--- src/rtl/insn_pipe_tracker_pkg.sv ---
// -----------------------------------------------------------------------------
// pipe_pkg
// Shared definitions for the instruction-tracking pipeline: RV32 major opcodes,
// instruction field bit positions, and register-usage decode helpers.
// Optional feature macro used by the top: PIPE_PERF_CNT_EN.
// -----------------------------------------------------------------------------
package pipe_pkg;

  localparam logic [6:0] OPC_LOAD   = 7'b0000011;
  localparam logic [6:0] OPC_STORE  = 7'b0100011;
  localparam logic [6:0] OPC_BRANCH = 7'b1100011;
  localparam logic [6:0] OPC_OP     = 7'b0110011;
  localparam logic [6:0] OPC_OP_IMM = 7'b0010011;
  localparam logic [6:0] OPC_JAL    = 7'b1101111;
  localparam logic [6:0] OPC_JALR   = 7'b1100111;
  localparam logic [6:0] OPC_LUI    = 7'b0110111;
  localparam logic [6:0] OPC_AUIPC  = 7'b0010111;
  localparam logic [6:0] OPC_SYSTEM = 7'b1110011;
  localparam logic [6:0] OPC_NOP    = 7'b0000000;

  localparam int OPC_LSB = 0;
  localparam int RD_LSB  = 7;
  localparam int F3_LSB  = 12;
  localparam int RS1_LSB = 15;
  localparam int RS2_LSB = 20;
  localparam int F7_LSB  = 25;

  // rs1 is read by every format except U-type, JAL and the bubble.
  function automatic logic uses_rs1(input logic [6:0] op);
    case (op)
      OPC_LUI, OPC_AUIPC, OPC_JAL, OPC_NOP: return 1'b0;
      OPC_LOAD, OPC_STORE, OPC_BRANCH, OPC_OP,
      OPC_OP_IMM, OPC_JALR, OPC_SYSTEM:     return 1'b1;
      default:                              return 1'b1;
    endcase
  endfunction

  function automatic logic uses_rs2(input logic [6:0] op);
    return (op == OPC_OP) || (op == OPC_STORE) || (op == OPC_BRANCH);
  endfunction

endpackage

--- src/rtl/insn_pipe_tracker_if.sv ---
// -----------------------------------------------------------------------------
// insn_pipe_tracker_if
// Fetch-side handshake between the fetch unit (master) and the tracker (slave).
//   fetch_valid : insn_f/pc_f valid this cycle          (master -> slave)
//   insn_f      : fetched instruction                    (master -> slave)
//   pc_f        : PC of insn_f                           (master -> slave)
//   fetch_ready : tracker accepts; low holds PC and insn (slave -> master)
// -----------------------------------------------------------------------------
interface insn_pipe_tracker_if #(
  parameter int DATAW = 32,
  parameter int PCW   = 32
) ();
  logic             fetch_valid;
  logic             fetch_ready;
  logic [DATAW-1:0] insn_f;
  logic [PCW-1:0]   pc_f;

  modport master (output fetch_valid, output insn_f, output pc_f, input  fetch_ready);
  modport slave  (input  fetch_valid, input  insn_f, input  pc_f, output fetch_ready);
endinterface

--- src/rtl/insn_pipe_tracker_hazard_detect.sv ---
// -----------------------------------------------------------------------------
// hazard_detect
// Combinational load-use hazard detection and D/X bubble request.
//   insn_d    : instruction in D (already zeroed when F/D is invalid)
//   opcode_dx : opcode held in D/X
//   rd_dx     : rd held in D/X
//   pc_sel    : taken branch/jump resolved in X
//   stall     : load-use stall (suppressed by a flush)
//   bubble_dx : D/X loads a NOP on the next edge
// -----------------------------------------------------------------------------
module hazard_detect
  import pipe_pkg::*;
#(
  parameter int DATAW = 32,
  parameter int ADDRW = $clog2(DATAW)
) (
  input  logic [DATAW-1:0] insn_d,
  input  logic [6:0]       opcode_dx,
  input  logic [ADDRW-1:0] rd_dx,
  input  logic             pc_sel,
  output logic             stall,
  output logic             bubble_dx
);

  logic [6:0]       w_op_d;
  logic [ADDRW-1:0] w_rs1_d;
  logic [ADDRW-1:0] w_rs2_d;
  logic             w_hazard;
  logic             w_unused_bits;

  assign w_op_d  = insn_d[OPC_LSB +: 7];
  assign w_rs1_d = insn_d[RS1_LSB +: ADDRW];
  assign w_rs2_d = insn_d[RS2_LSB +: ADDRW];
  assign w_unused_bits = ^{insn_d[DATAW-1:RS2_LSB+ADDRW], insn_d[RS1_LSB-1:OPC_LSB+7]};

  // x0 is never a real dependency, hence the rd_dx != 0 term.
  assign w_hazard = (opcode_dx == OPC_LOAD) && (rd_dx != '0) &&
                    ((uses_rs1(w_op_d) && (w_rs1_d == rd_dx)) ||
                     (uses_rs2(w_op_d) && (w_rs2_d == rd_dx)));

  // A flush squashes the dependent insn anyway, so it wins over the stall.
  assign stall     = w_hazard && !pc_sel;
  assign bubble_dx = stall || pc_sel;

endmodule

--- src/rtl/insn_pipe_tracker.sv ---
// -----------------------------------------------------------------------------
// insn_pipe_tracker
// Tracks instructions F/D -> D/X -> X/M -> M/W for the control-signal block.
// Bubble = opcode 0, rd 0 (downstream treats as NOP).
// Ports:
//   clock, reset_n      : rising-edge clock, async active-low reset
//   fetch (slave)       : fetch_valid/insn_f/pc_f in, fetch_ready out
//   pc_sel              : taken branch/jump resolved in X (flush)
//   funct3/funct7/pc_d  : D-stage fields of the insn in F/D
//   opcode_dx, addr_rs1_dx, addr_rs2_dx : D/X stage
//   opcode_xm, addr_rd_xm               : X/M stage
//   opcode_mw, addr_rd_mw               : M/W stage
//   stall, bubble_dx    : load-use stall and D/X bubble
//   stall_cnt, flush_cnt: saturating perf counters (PIPE_PERF_CNT_EN only)
// Optional feature macro: PIPE_PERF_CNT_EN
// -----------------------------------------------------------------------------
module insn_pipe_tracker
  import pipe_pkg::*;
#(
  parameter int DATAW = 32,
  parameter int ADDRW = $clog2(DATAW),
  parameter int PCW   = 32
`ifdef PIPE_PERF_CNT_EN
  , parameter int PERF_CNTW = 32
`endif
) (
  input  logic                 clock,
  input  logic                 reset_n,
  insn_pipe_tracker_if.slave   fetch,
  input  logic                 pc_sel,
  output logic [2:0]           funct3,
  output logic [6:0]           funct7,
  output logic [PCW-1:0]       pc_d,
  output logic [6:0]           opcode_dx,
  output logic [ADDRW-1:0]     addr_rs1_dx,
  output logic [ADDRW-1:0]     addr_rs2_dx,
  output logic [6:0]           opcode_xm,
  output logic [ADDRW-1:0]     addr_rd_xm,
  output logic [6:0]           opcode_mw,
  output logic [ADDRW-1:0]     addr_rd_mw,
  output logic                 stall,
  output logic                 bubble_dx
`ifdef PIPE_PERF_CNT_EN
  , output logic [PERF_CNTW-1:0] stall_cnt
  , output logic [PERF_CNTW-1:0] flush_cnt
`endif
);

  logic             r_fd_valid;
  logic [DATAW-1:0] r_insn_d;
  logic [PCW-1:0]   r_pc_d;
  logic [6:0]       r_op_dx;
  logic [ADDRW-1:0] r_rs1_dx, r_rs2_dx, r_rd_dx;
  logic [6:0]       r_op_xm, r_op_mw;
  logic [ADDRW-1:0] r_rd_xm, r_rd_mw;

  logic [DATAW-1:0] w_insn_d;
  logic             w_stall;
  logic             w_bubble_dx;
  logic             w_fd_load;

  // An invalid F/D slot decodes as all-zero, i.e. a bubble.
  assign w_insn_d  = r_fd_valid ? r_insn_d : '0;
  assign w_fd_load = !pc_sel && !w_stall && fetch.fetch_valid;

  hazard_detect #(.DATAW(DATAW), .ADDRW(ADDRW)) u_hazard (
    .insn_d    (w_insn_d),
    .opcode_dx (r_op_dx),
    .rd_dx     (r_rd_dx),
    .pc_sel    (pc_sel),
    .stall     (w_stall),
    .bubble_dx (w_bubble_dx)
  );

  // ---- F/D stage ----
  always_ff @(posedge clock or negedge reset_n) begin
    if (!reset_n) begin
      r_fd_valid <= 1'b0;
      r_insn_d   <= '0;
    end else if (pc_sel) begin
      r_fd_valid <= 1'b0;
    end else if (!w_stall) begin
      r_fd_valid <= fetch.fetch_valid;
      if (fetch.fetch_valid) r_insn_d <= fetch.insn_f;
    end
  end

  always_ff @(posedge clock) begin
    if (w_fd_load) r_pc_d <= fetch.pc_f;
  end

  // ---- D/X stage ----
  always_ff @(posedge clock or negedge reset_n) begin
    if (!reset_n) begin
      r_op_dx  <= OPC_NOP;
      r_rs1_dx <= '0;
      r_rs2_dx <= '0;
      r_rd_dx  <= '0;
    end else if (w_bubble_dx) begin
      r_op_dx  <= OPC_NOP;
      r_rs1_dx <= '0;
      r_rs2_dx <= '0;
      r_rd_dx  <= '0;
    end else begin
      r_op_dx  <= w_insn_d[OPC_LSB +: 7];
      r_rs1_dx <= w_insn_d[RS1_LSB +: ADDRW];
      r_rs2_dx <= w_insn_d[RS2_LSB +: ADDRW];
      r_rd_dx  <= w_insn_d[RD_LSB  +: ADDRW];
    end
  end

  // ---- X/M and M/W stages: always advance, even during a stall ----
  always_ff @(posedge clock or negedge reset_n) begin
    if (!reset_n) begin
      r_op_xm <= OPC_NOP;
      r_rd_xm <= '0;
      r_op_mw <= OPC_NOP;
      r_rd_mw <= '0;
    end else begin
      r_op_xm <= r_op_dx;
      r_rd_xm <= r_rd_dx;
      r_op_mw <= r_op_xm;
      r_rd_mw <= r_rd_xm;
    end
  end

`ifdef PIPE_PERF_CNT_EN
  function automatic logic [PERF_CNTW-1:0] sat_inc(input logic [PERF_CNTW-1:0] v);
    return (&v) ? v : v + 1'b1;
  endfunction

  logic [PERF_CNTW-1:0] r_stall_cnt, r_flush_cnt;

  always_ff @(posedge clock or negedge reset_n) begin
    if (!reset_n) begin
      r_stall_cnt <= '0;
      r_flush_cnt <= '0;
    end else begin
      if (w_stall) r_stall_cnt <= sat_inc(r_stall_cnt);
      if (pc_sel)  r_flush_cnt <= sat_inc(r_flush_cnt);
    end
  end

  assign stall_cnt = r_stall_cnt;
  assign flush_cnt = r_flush_cnt;
`endif

  assign fetch.fetch_ready = !w_stall;
  assign funct3      = w_insn_d[F3_LSB +: 3];
  assign funct7      = w_insn_d[F7_LSB +: 7];
  assign pc_d        = r_pc_d;
  assign opcode_dx   = r_op_dx;
  assign addr_rs1_dx = r_rs1_dx;
  assign addr_rs2_dx = r_rs2_dx;
  assign opcode_xm   = r_op_xm;
  assign addr_rd_xm  = r_rd_xm;
  assign opcode_mw   = r_op_mw;
  assign addr_rd_mw  = r_rd_mw;
  assign stall       = w_stall;
  assign bubble_dx   = w_bubble_dx;

endmodule

--- src/flat_wrapper.sv ---
// flat-port wrapper written by rule: the top's interface ports become plain ports
module insn_pipe_tracker_flat import pipe_pkg::*;
#(
  parameter int DATAW = 32,
  parameter int ADDRW = $clog2(DATAW),
  parameter int PCW   = 32

)
  (clock, reset_n, pc_sel, funct3, funct7, pc_d, opcode_dx, addr_rs1_dx, addr_rs2_dx, opcode_xm, addr_rd_xm, opcode_mw, addr_rd_mw, stall, bubble_dx, fetch_fetch_valid, fetch_insn_f, fetch_pc_f, fetch_fetch_ready);
  insn_pipe_tracker_if #(.DATAW(DATAW), .PCW(PCW)) fetch_i ();
  input  logic clock;
  input  logic reset_n;
  input  logic pc_sel;
  output logic [2:0] funct3;
  output logic [6:0] funct7;
  output logic [PCW-1:0] pc_d;
  output logic [6:0] opcode_dx;
  output logic [ADDRW-1:0] addr_rs1_dx;
  output logic [ADDRW-1:0] addr_rs2_dx;
  output logic [6:0] opcode_xm;
  output logic [ADDRW-1:0] addr_rd_xm;
  output logic [6:0] opcode_mw;
  output logic [ADDRW-1:0] addr_rd_mw;
  output logic stall;
  output logic bubble_dx;
  input wire logic [$bits(fetch_i.fetch_valid)-1:0] fetch_fetch_valid;
  input wire logic [$bits(fetch_i.insn_f)-1:0] fetch_insn_f;
  input wire logic [$bits(fetch_i.pc_f)-1:0] fetch_pc_f;
  output wire logic [$bits(fetch_i.fetch_ready)-1:0] fetch_fetch_ready;
  assign fetch_i.fetch_valid = fetch_fetch_valid;
  assign fetch_i.insn_f = fetch_insn_f;
  assign fetch_i.pc_f = fetch_pc_f;
  assign fetch_fetch_ready = fetch_i.fetch_ready;
  insn_pipe_tracker #(.DATAW(DATAW), .ADDRW(ADDRW), .PCW(PCW)) u_core (.clock(clock), .reset_n(reset_n), .fetch(fetch_i), .pc_sel(pc_sel), .funct3(funct3), .funct7(funct7), .pc_d(pc_d), .opcode_dx(opcode_dx), .addr_rs1_dx(addr_rs1_dx), .addr_rs2_dx(addr_rs2_dx), .opcode_xm(opcode_xm), .addr_rd_xm(addr_rd_xm), .opcode_mw(opcode_mw), .addr_rd_mw(addr_rd_mw), .stall(stall), .bubble_dx(bubble_dx));
endmodule
--- config.mk ---
export PLATFORM = sky130hd
export DESIGN_NAME = insn_pipe_tracker_flat
export DESIGN_NICKNAME = d
export VERILOG_FILES = /design/src/rtl/insn_pipe_tracker_pkg.sv /design/src/rtl/insn_pipe_tracker_if.sv /design/src/rtl/insn_pipe_tracker_hazard_detect.sv /design/src/rtl/insn_pipe_tracker.sv /design/src/flat_wrapper.sv
export SDC_FILE = /design/constraint.sdc
export NUM_CORES = 1
export LEC_CHECK = 0
export BUFFER_PORTS_ARGS = -buffer_cell sky130_fd_sc_hd__buf_2
export CELL_PAD_IN_SITES_DETAIL_PLACEMENT = 1
export CELL_PAD_IN_SITES_GLOBAL_PLACEMENT = 1
export CORE_AREA = 2 2 102 104
export CTS_CLUSTER_SIZE = 40
export DETAILED_ROUTE_END_ITERATION = 16
export DIE_AREA = 0 0 104 106
export PLACE_DENSITY_LB_ADDON = 0.1
export SLEW_MARGIN = 40
export SYNTH_ARGS = -nofsm -noshare
export SYNTH_HDL_FRONTEND = slang
export SYNTH_HIERARCHICAL = 1
export SYNTH_SLANG_ARGS = --single-unit
export TNS_END_PERCENT = 10
--- constraint.sdc ---
create_clock -name clock -period 6.7 [get_ports clock]
set_input_delay 0.67 -clock clock [delete_from_list [all_inputs] [get_ports clock]]
set_output_delay 0.67 -clock clock [all_outputs]
set_load 0.005 [all_outputs]
-- Yosys cells after proc, flatten, opt, wreduce, memory -nomap -nowiden
Cells that the tools add are included.
- register bits after elaboration: 111
- bits of input ports: 68
- output and inout bits: 86
- logic and storage cells: 48
- eq/ne operators: 10
- mux-type cells: 8
- bitwise operators: 2
- reduce and logical (&&, ||, !) cells: 17
- operator list (cell ; number):
    32-bit 2-to-1 mux ; 1
    7-bit by 6-bit equality test with 1-bit output, second input constant ; 3
    5-bit 2-to-1 mux ; 3
    7-bit equality test, second input constant ; 2
    5-bit equality test ; 2
    7-bit by 2-bit equality test with 1-bit output, second input constant ; 1
    7-bit by 5-bit equality test with 1-bit output, second input constant ; 1
    1-bit logical AND ; 7
    7-bit logical NOT ; 1
    7-bit 2-to-1 mux ; 1
    5-bit nonzero test ; 1
    1-bit logical OR ; 4
    4-bit OR reduction ; 1
    1-bit 2-to-1 mux ; 3
    3-bit AND reduction ; 1
    1-bit logical NOT ; 2
    2-bit != test, second input constant ; 1
    1-bit inverter ; 2

-- Longest topological paths before layout
Gate-level depths: netlist (run 1).
- word-level depth: 11
- gate-level depth with buffers: 9
- mapped depth without buffers: 7

-- By module
Netlist (run 1), hierarchy kept.
- modules (own cells, without submodules) (module ; times used ; cells each ; area each (um^2) ; sequential area each (um^2)):
    insn_pipe_tracker ; 1 ; 220 ; 3806.2 ; 2937.8
    hazard_detect ; 1 ; 34 ; 247.7 ; 0.0

-- Least setup slack after synthesis (run 1)
OpenSTA, ideal clock, no wires.
- path type: register -> output
- start point: register u_core.r_fd_valid
- end point: output fetch_fetch_ready
- arrival time: 1.963 ns
- required time: 6.030 ns
- slack: 4.067 ns
- stages on the path, launching flop included: 8
- cells stage by stage: dfrtp_1 -> clkbuf_1 -> and2_1 -> a21boi_0 -> nand4_1 -> or4_4 -> a211oi_2 -> inv_1
- word-level cells in the longest chain between the ends: 9
- elaborated cells between the ends (all ways): 20
- classes of those cells: 8 x eq/ne; 2 x mux; 10 x reduce/logical
- ends and longest elaborated chain (item ; line ; RTL):
    start, declared ; insn_pipe_tracker.sv:49 ; logic r_fd_valid;
    start signal, assigned ; insn_pipe_tracker.sv:83 ; r_fd_valid <= fetch.fetch_valid;
    32-bit 2-to-1 mux * ; insn_pipe_tracker.sv:63 ; assign w_insn_d = r_fd_valid ? r_insn_d : '0;
    via u_core.w_insn_d[5] ; insn_pipe_tracker.sv:57 ; logic [DATAW-1:0] w_insn_d;
    7-bit by 6-bit equality test with 1-bit output, or another cell as far along ; insn_pipe_tracker_pkg.sv:30 ; case (op)
    4-bit OR reduction or 1-bit logical OR (tied branches) ; insn_pipe_tracker_pkg.sv:30, insn_pipe_tracker_pkg.sv:39 ;
    1-bit 2-to-1 mux or 1-bit logical OR (tied branches) ; insn_pipe_tracker_pkg.sv:30, insn_pipe_tracker_pkg.sv:39 ;
    1-bit logical AND, on equally long branches ; insn_pipe_tracker_hazard_detect.sv:38, insn_pipe_tracker_hazard_detect.sv:39 ;
    1-bit logical OR * ; insn_pipe_tracker_hazard_detect.sv:38 ; ((uses_rs1(w_op_d) && (w_rs1_d == rd_dx)) ||
    1-bit logical AND * ; insn_pipe_tracker_hazard_detect.sv:37 ; assign w_hazard = (opcode_dx == OPC_LOAD) && (rd_dx != '0) &&
    1-bit logical AND * ; insn_pipe_tracker_hazard_detect.sv:42 ; assign stall = w_hazard && !pc_sel;
    via stall ; flat_wrapper.sv:24 ; output logic stall;
    1-bit logical NOT * ; insn_pipe_tracker.sv:148 ; assign fetch.fetch_ready = !w_stall;
    end, declared ; flat_wrapper.sv:29 ; output wire logic [$bits(fetch_i.fetch_ready)-1:0] fetch_fetch_ready;
Mark *: on every way through the listed nets, which the timed path passes. The rest lies on a longest branch.

-- Final worst setup path (run 1)
- start point: register u_core.r_fd_valid
- end point: output fetch_fetch_ready
- word-level cells in the longest chain between the ends: 9
- elaborated cells between the ends (all ways): 20
- classes of those cells: 8 x eq/ne; 2 x mux; 10 x reduce/logical
- ends and longest elaborated chain (item ; line):
    32-bit 2-to-1 mux * ; insn_pipe_tracker.sv:63
    via u_core.w_insn_d[5] ; insn_pipe_tracker.sv:57
    7-bit by 6-bit equality test with 1-bit output, or another cell as far along ; insn_pipe_tracker_pkg.sv:30
    4-bit OR reduction or 1-bit logical OR (tied branches) ; insn_pipe_tracker_pkg.sv:30, insn_pipe_tracker_pkg.sv:39
    1-bit 2-to-1 mux or 1-bit logical OR (tied branches) ; insn_pipe_tracker_pkg.sv:30, insn_pipe_tracker_pkg.sv:39
    1-bit logical AND, on equally long branches ; insn_pipe_tracker_hazard_detect.sv:38, insn_pipe_tracker_hazard_detect.sv:39
    1-bit logical OR * ; insn_pipe_tracker_hazard_detect.sv:38
    1-bit logical AND * ; insn_pipe_tracker_hazard_detect.sv:37
    1-bit logical AND * ; insn_pipe_tracker_hazard_detect.sv:42
    1-bit logical NOT * ; insn_pipe_tracker.sv:148
Marks and branches as above.

==> results_dict.tcl, run 1 <==
set metrics [dict create \
    status "completed" \
    io_pins 154 \
    drc_errors 0 \
    critPathSlowestCell "dfrtp_1" \
    setup_viol 0 \
    routed_wirelength_um 9200 \
    utilization_pct 50.7 \
    initial_utilization_pct 40.2 \
    ctsHoldBuffers 0 \
    fillers 1054 \
    syn_nets 317 \
    syn_area_per_cell_um2 16.2 \
    fin_setup_tns_ps 0 \
    vias_per_cell 4.63 \
    drtPass1Iterations 4 \
    grt_pass1_vias 2747 \
    grt-ovfl-total 0 \
    drv_slew 0 \
    die_h_um 106 \
    cp-end-kind "output port" \
    cts_max_level 3 \
    fin_skew_ps 9.55 \
    grt_first_pass_wirelength_um 14700 \
    critical-path-max-stage-delay_ps 840 \
    nets 466 \
    period_minus_slack_ps 3590 \
    clk_pin_slew_ps 110 \
    final_cells 539 \
    drv_cap 0 \
    drive_above_1_share_pct 50.9 \
    relSlewSlack_pct 50.6 \
    fmax_mhz 278 \
    worst-setup-path-type "reg2out" \
    required_ps 6030 \
    p_per_area_nw_per_um2 259 \
    rows 37 \
    ctsLongestPathBuffers 2 \
    die-area_um2 11000 \
    final_common_cell "buf_2" \
    syn_inst 249 \
    dp_cells 523 \
    drt_iter0_markers 82 \
    cts_resized 0 \
    area_growth_pct 26.1 \
    avgRoutedWirePerCell_um 17.1 \
    startpoint_type "flip-flop" \
    rsz0062_at_grt "false" \
    crit_chain "and2_1 > a21boi_0 > nand4_1 > or4_4 > a211oi_2 > inv_1 > buf_2" \
    tritoncts "built" \
    seq_area_um2 2940 \
    synth_area_um2 4020 \
    grt_max_degree 80 \
    crit_arrival_ps 2920 \
    drtAntennaViolNets 0 \
    vdd_ir_drop_max_mv 0.0999 \
    clock-sinks 111 \
    core_area_um2 10000 \
    yosys_warnings 6 \
    post_cts_buffers 0 \
    grt_use_total_pct 17.6 \
    hold_violations 0 \
    cts_root_buf "clkbuf_8" \
    worst_hold_path_type "in2async" \
    p_total_w 0.00131 \
    dp_hpwl_um 6950 \
    finish.instance_area_um2 5070 \
    placed_area_um2 4860 \
    gp_congestion 0.731 \
    worstSkewPairLatency_ps 380 \
    cp_max_fo 29 \
    tightestPinTransition_ps 741 \
    vias 2496 \
    die_x_um 104 \
    antenna_cells 0 \
    multi_input_area_um2 946 \
    finalCritPeriodShare_pct 53.6 \
    antenna_found_initial 0 \
    io_buffers 153 \
    cts_buffers 9 \
    cellLeakagePower_nw 2.52 \
    layout_common_cells "buf_2 (152), dfrtp_1 (79), and2_1 (48)" \
]
area by class of cell:
type / count / share of cell area (%)
multi-input combinational: 117 / 18.6
tap: 136 / 3.35
clock inverter: 7 / 1.75
timing repair buffer: 156 / 15.7
clock buffer: 9 / 2.44
inverter: 3 / 0.222
sequential: 111 / 57.9
metal layers:
metal  up-vias  GRT usage [%]  routed length [um]
li1       1131              -                   -
met3        15           4.11                 567
met5         -              0                   0
met1      1241           21.8                3830
met2       109           29.1                4580
met4         0           8.98                 218
metrics by stage:
step / worst slack [ps] / hold WS, ps
after floorplan: 4080 / 374
after global placement: 3590 / 355
after detailed placement: 3470 / 356
after CTS: 3000 / 331
after global routing: 2850 / 367
final: 3110 / 305
critical path: cells and delay by family, from the launching register on:
family | cells | cell delay [ps]
AND/OR/NAND/NOR | 3 | 820
flip-flops | 1 | 840
buffers and inverters | 2 | 210
AO/OA/AOI/OAI | 2 | 670
where the power goes:
group | switching (W) | internal, W | total, W
Clock | 0.000238 | 0.000181 | 0.000419
Sequential | 0.0000263 | 0.000745 | 0.000772
Combinational | 0.0000563 | 0.0000663 | 0.000123
sequential cells by signal (all words and copies together) (netlist names):
name / count
u_core/r_rd_dx: 5
u_core/pc_d: 32
u_core/addr_rd_xm: 5
u_core/r_insn_d: 32
u_core/opcode_xm: 7
u_core/r_fd_valid: 1
u_core/opcode_dx: 7
u_core/addr_rs2_dx: 5
u_core/opcode_mw: 7
u_core/addr_rs1_dx: 5
u_core/addr_rd_mw: 5
final timing paths:
check | start | to | slack, ps | cells after the start
min | reset_n | u_core/r_insn_d[31]$_DFFE_PN0P_ | 300 | 1
max | u_core/r_fd_valid$_DFFE_PN0P_ | fetch_fetch_ready | 3110 | 7
min in group clock | u_core/opcode_xm[4]$_DFF_PN0_ | u_core/opcode_mw[4]$_DFF_PN0_ | 380 | 0
max reg2reg | u_core/r_fd_valid$_DFFE_PN0P_ | u_core/r_insn_d[3]$_DFFE_PN0P_ | 3500 | 8
max in group asynchronous | reset_n | u_core/addr_rd_xm[4]$_DFF_PN0_ | 5880 | 1
min reg2reg | u_core/opcode_xm[4]$_DFF_PN0_ | u_core/opcode_mw[4]$_DFF_PN0_ | 380 | 0
(Power assumes the default switching activity.)
==> run 2, diff against run 1 <==
--- a/config.mk
+++ b/config.mk
@@ -8,10 +8,10 @@
 export BUFFER_PORTS_ARGS = -buffer_cell sky130_fd_sc_hd__buf_2
 export CELL_PAD_IN_SITES_DETAIL_PLACEMENT = 1
 export CELL_PAD_IN_SITES_GLOBAL_PLACEMENT = 1
-export CORE_AREA = 2 2 102 104
+export CORE_AREA = 2 2 105 107
 export CTS_CLUSTER_SIZE = 40
 export DETAILED_ROUTE_END_ITERATION = 16
-export DIE_AREA = 0 0 104 106
+export DIE_AREA = 0 0 107 109
 export PLACE_DENSITY_LB_ADDON = 0.1
 export SLEW_MARGIN = 40
 export SYNTH_ARGS = -nofsm -noshare
==> constraint.sdc (replaced) <==
create_clock -name clock -period 3.4 [get_ports clock]
set_input_delay 0.34 -clock clock [delete_from_list [all_inputs] [get_ports clock]]
set_output_delay 0.34 -clock clock [all_outputs]
set_load 0.005 [all_outputs]
==> run 2 against run 1 <==
  * The run now ends with negative hold slack left
  * Clock power grew 80%
  * Non-clock buffer count up 1
  * Hold slack got worse by 310 ps
  * Clock skew rose by 3.0 ps
  * Setup slack got worse by 2800 ps
  * Global-route usage is 1.9 points lower
  * Utilization fell by 2.9 points
  * Wire length shrank 3.4%
  * Critical endpoint unchanged
  * Highest routed layer unchanged
==> results_dict.tcl, run 2 (same netlist as run 1, synthesis figures left out) <==
set metrics [dict create \
    finalCritPeriodShare_pct 91.8 \
    period_minus_slack_ps 3120 \
    tritoncts "built" \
    vdd_ir_drop_max_mv 0.263 \
    grt_use_total_pct 15.7 \
    seqPwrFrac_pct 60.4 \
    worstSkewPairLatency_ps 370 \
    p_int_w 0.00189 \
    drt_iter0_markers 67 \
    comb_power_share_pct 9.6 \
    cp_max_fo 21 \
    grt-ovfl-total 0 \
    drtAntennaViolNets 0 \
    startpoint_type "flip-flop" \
    cts_max_level 3 \
    ctsLongestPathBuffers 2 \
    avgRoutedWirePerCell_um 16.3 \
    violations "negative hold slack" \
    switchingPower_w 0.000625 \
    setup_viol 0 \
    hold_violations 10 \
    antenna_cells 0 \
    ctsHoldBuffers 0 \
    drv_cap 0 \
    pwr-share-clk_pct 30.0 \
    setup_slack_ps 279 \
    worst_hold_path_type "in2async" \
    reg2regPathDepth 8 \
    fin_skew_ps 12.5 \
    fin_setup_tns_ps 0 \
    timing.rr.end "u_core/r_insn_d[14]$_DFFE_PN0P_" \
    layout_common_cells "buf_2 (152), dfrtp_1 (79), and2_1 (48)" \
    io_pins 154 \
    cts_root_buf "clkbuf_8" \
    seq_area_um2 2940 \
    cp-end-kind "output port" \
    clock-sinks 111 \
    crit_start "u_core/r_fd_valid$_DFFE_PN0P_" \
    switching_share_pct 24.9 \
    die-area_um2 11700 \
    cts_resized 0 \
    worstSetupEndpoint "fetch_fetch_ready" \
    drc_errors 0 \
    multi_input_area_um2 946 \
    r2r_slack_ps 420 \
    p_per_area_nw_per_um2 496 \
    fmax_mhz 320 \
    drive_above_1_share_pct 50.7 \
    antenna_found_initial 0 \
    cts_buffers 9 \
    vias 2426 \
    fillers 1120 \
    core_area_um2 10600 \
    status "complete, but fails checks" \
    routed_wirelength_um 8890 \
    rsz0062_at_grt "false" \
    relSlewSlack_pct 53.4 \
    r2r_start "u_core/r_fd_valid$_DFFE_PN0P_" \
    preCtsSetupSlack_ps 378 \
    drv_slew 0 \
    rows 38 \
    initial_utilization_pct 37.9 \
    tightestPinTransition_ps 699 \
    vias_per_cell 4.46 \
    area_growth_pct 26.0 \
    cellLeakagePower_nw 2.51 \
    whs_ps -9.84 \
    gp_congestion 0.740 \
    crit_arrival_ps 2780 \
    io_buffers 153 \
    die_x_um 107 \
    die_h_um 109 \
    grt_max_degree 80 \
    grt_pass1_vias 2509 \
    final_common_cell "buf_2" \
    worst-setup-path-type "reg2out" \
    grt_first_pass_wirelength_um 13600 \
    clk_pin_slew_ps 110 \
    drtPass1Iterations 4 \
    post_cts_buffers 0 \
    nets 467 \
    required_ps 3060 \
    dp_hpwl_um 6750 \
]
run 2: cell types whose count changed in the layout (fill, tap and decap cells not counted), sizes merged:
| cell | delta |
|---|---|
| inv | -1 |
| clkbuf | +1 |
| buf | +1 |
| bufinv | -1 |
| clkinv | +1 |
run 2: final cells by class:
class | instances | area share, %
multi-input cells | 117 | 18.7
flip-flops and latches | 111 | 58.0
well taps | 140 | 3.46
clock buffers | 10 | 2.52
inverters | 3 | 0.222
clock inverters | 6 | 1.33
repair buffers | 157 | 15.8
run 2: how the worst min path moves through the flow:
stage,slack (ps),startpoint,depth (start not counted),endpoint
after floorplan,40,reset_n,0,u_core/addr_rd_mw[0]$_DFF_PN0_
after global placement,350,u_core/opcode_xm[1]$_DFF_PN0_,0,u_core/opcode_mw[1]$_DFF_PN0_
after detailed placement,360,u_core/opcode_xm[0]$_DFF_PN0_,0,u_core/opcode_mw[0]$_DFF_PN0_
after CTS,20,reset_n,1,u_core/r_insn_d[31]$_DFFE_PN0P_
after global routing,30,reset_n,1,u_core/r_insn_d[31]$_DFFE_PN0P_
final,-10,reset_n,1,u_core/r_insn_d[31]$_DFFE_PN0P_
run 2: power by group through the flow:
stage,combinational (W),sequential (W),clock (W)
after floorplan,0.000131,0.00153,0
after global placement,0.000241,0.00155,0
after detailed placement,0.000247,0.00155,0
after CTS,0.000248,0.00152,0.000784
after global routing,0.000270,0.00153,0.000843
final,0.000240,0.00152,0.000753
run 2: worst max-delay path, cell delays in order (launching register included):
cell and delay, ps:
dfrtp_1 690, and2_1 240, a21boi_0 200, nand4_1 130
or4_4 440, a211oi_2 430, inv_1 140, buf_2 150
run 2: through the flow:
step	area, um^2	utilization (%)	power [W]	cells
floorplan	4020	-	0.00167	249
global placement	4870	45.9	0.00179	528
detailed placement	4870	46.0	0.00180	528
CTS	5070	47.8	0.00255	544
global route	5070	47.8	0.00265	544
finish	5070	47.8	0.00251	544
run 2: metal layers:
metal	GRT usage [%]	share of wire (%)	wire length (um)
met1	20.5	43	3800
met2	25.0	47	4150
met3	5.74	9.5	842
met4	3.90	1.0	92
met5	0	0	0
==> run 3, diff against run 2 <==
--- a/config.mk
+++ b/config.mk
@@ -8,10 +8,11 @@
 export BUFFER_PORTS_ARGS = -buffer_cell sky130_fd_sc_hd__buf_2
 export CELL_PAD_IN_SITES_DETAIL_PLACEMENT = 1
 export CELL_PAD_IN_SITES_GLOBAL_PLACEMENT = 1
-export CORE_AREA = 2 2 105 107
+export CORE_AREA = 10 10 112 114
+export CTS_BUF_LIST = sky130_fd_sc_hd__clkbuf_2
 export CTS_CLUSTER_SIZE = 40
 export DETAILED_ROUTE_END_ITERATION = 16
-export DIE_AREA = 0 0 107 109
+export DIE_AREA = 0 0 122 124
 export PLACE_DENSITY_LB_ADDON = 0.1
 export SLEW_MARGIN = 40
 export SYNTH_ARGS = -nofsm -noshare
==> run 3 against run 2 <==
  * The run now ends clean
  * Maximum frequency shrank 1.2%
  * Global-route usage decreased by 0.98 points
  * Clock skew increased by 36 ps
  * Wire length rose by 24%
  * Cell count is 12% higher
  * Critical path depth stayed put
  * Flip-flop and latch count unchanged
  * Die area rose by 30%
  * Cell area up 12%
  * Setup slack worse by 37 ps
  * Clock power is 18% lower
  * Sequential power is essentially flat
  * Largest cell class unchanged
  * Highest routed layer unchanged
==> results_dict.tcl, run 3 (same netlist as run 1, synthesis figures left out) <==
set metrics [dict create \
    status "completed" \
    avgRoutedWirePerCell_um 18.1 \
    dp_cells 524 \
    hold_violations 0 \
    relSlewSlack_pct 53.5 \
    cellLeakagePower_nw 2.78 \
    io_buffers 153 \
    nets 534 \
    drt_iter0_markers 113 \
    fin_setup_tns_ps 0 \
    cts_buffers 9 \
    final_common_cell "buf_2" \
    drv_cap 0 \
    fillers 1044 \
    cts_root_buf "clkbuf_2" \
    worst_hold_path_type "in2async" \
    cp-end-kind "output port" \
    io_pins 154 \
    r2r_start "u_core/r_fd_valid$_DFFE_PN0P_" \
    fin_skew_ps 48.1 \
    vdd_ir_drop_max_mv 0.178 \
    p_per_area_nw_per_um2 431 \
    cts_max_level 3 \
    worst-setup-path-type "reg2out" \
    drive_above_1_share_pct 43.9 \
    rows 37 \
    startpoint_type "flip-flop" \
    grt_pass1_vias 3022 \
    area_growth_pct 41.2 \
    dp_hpwl_um 7780 \
    rsz0062_at_grt "false" \
    antenna_found_initial 0 \
    layout_common_cells "buf_2 (152), dfrtp_1 (78), dlygate4sd3_1 (67)" \
    grt-ovfl-total 0 \
    grt_max_degree 80 \
    drc_errors 0 \
    vias 2713 \
    period_minus_slack_ps 3160 \
    whs_ps 301 \
    seq_area_um2 2940 \
    die-area_um2 15100 \
    drtPass1Iterations 5 \
    required_ps 3060 \
    ctsLongestPathBuffers 2 \
    core_area_um2 10200 \
    clk_pin_slew_ps 310 \
    drtAntennaViolNets 0 \
    tritoncts "built" \
    die_x_um 122 \
    initial_utilization_pct 39.3 \
    die_h_um 124 \
    routed_wirelength_um 11000 \
    fmax_mhz 317 \
    finalCritPeriodShare_pct 92.9 \
    grt_use_total_pct 14.7 \
    setup_viol 0 \
    tightestPinTransition_ps 698 \
    grt_first_pass_wirelength_um 17200 \
    cp_max_fo 16 \
    vias_per_cell 4.47 \
    gp_congestion 0.761 \
    worstSkewPairLatency_ps 570 \
    crit_arrival_ps 2820 \
    clock-sinks 111 \
    final_cells 607 \
    crit_start "u_core/r_fd_valid$_DFFE_PN0P_" \
    drv_slew 0 \
    multi_input_area_um2 946 \
    antenna_cells 0 \
]
==> run 3: changes by cell type in the layout (fill, tap and decap cells not counted), sizes merged <==
cell,change
dlygate4sd3,+67
bufinv,+1
clkinv,-1
==> run 3: per-stage QoR <==
stage	util [%]	total power (W)	instance area (um^2)	setup WS [ps]
2_1_floorplan	-	0.00167	4020	787
3_5_place_dp	47.7	0.00180	4880	574
6_report	55.5	0.00245	5680	242
3_3_place_gp	47.7	0.00179	4880	660
4_1_cts	55.5	0.00249	5680	89.3
5_1_grt	55.5	0.00259	5680	3.14
==> run 3: worst paths after layout <==
check / end / slack, ps / depth (start not counted)
worst max-delay path: fetch_fetch_ready / 240 / 7
max in group asynchronous: u_core/r_insn_d[27]$_DFFE_PN0P_ / 2580 / 2
worst min-delay path: u_core/r_insn_d[6]$_DFFE_PN0P_ / 300 / 2
min in group clock: u_core/opcode_xm[5]$_DFF_PN0_ / 410 / 0
worst min register to register: u_core/opcode_xm[5]$_DFF_PN0_ / 410 / 0
worst max register to register: u_core/r_fd_valid$_DFFE_PN0P_ / 440 / 8
==> run 3: timing repair <==
action	4_1_cts	5_1_grt
endpoints found under the setup margin	0	2
hold buffers	67	0
buffers inserted	0	0
gates resized for setup	0	1
endpoints found under the hold margin	144	0
==> run 3: routing by layer <==
layer  wire [um]  GRT usage (%)  vias up
met4          76           3.80        0
li1            -              -     1272
met3        1010           5.84        6
met1        4710           17.7     1318
met5           0              0        -
met2        5200           24.2      117
==> run 3: final cells by class <==
type | count | share of cell area (%)
flip-flops and latches | 111 | 51.8
well taps | 136 | 3.00
repair buffers | 224 | 26.2
clock buffers | 10 | 0.881
clock inverters | 6 | 1.34
inverters | 3 | 0.198
multi-input cells | 117 | 16.7
==> run 3: worst max-delay path, cell delays in order, from the launching register on <==
cell and delay [ps]:
dfrtp_2 560, buf_4 220, and2_1 170, xor2_1 140
or4_4 530, a211oi_2 430, inv_1 70, buf_2 140
==> run 3: power by group <==
part | leakage [nW] | internal, W | switching [W] | total [W]
Clock | 0.0786 | 0.000187 | 0.000428 | 0.000615
Sequential | 1.32 | 0.00147 | 0.0000485 | 0.00152
Combinational | 1.38 | 0.000183 | 0.000129 | 0.000312
Total | 2.78 | 0.00184 | 0.000605 | 0.00245
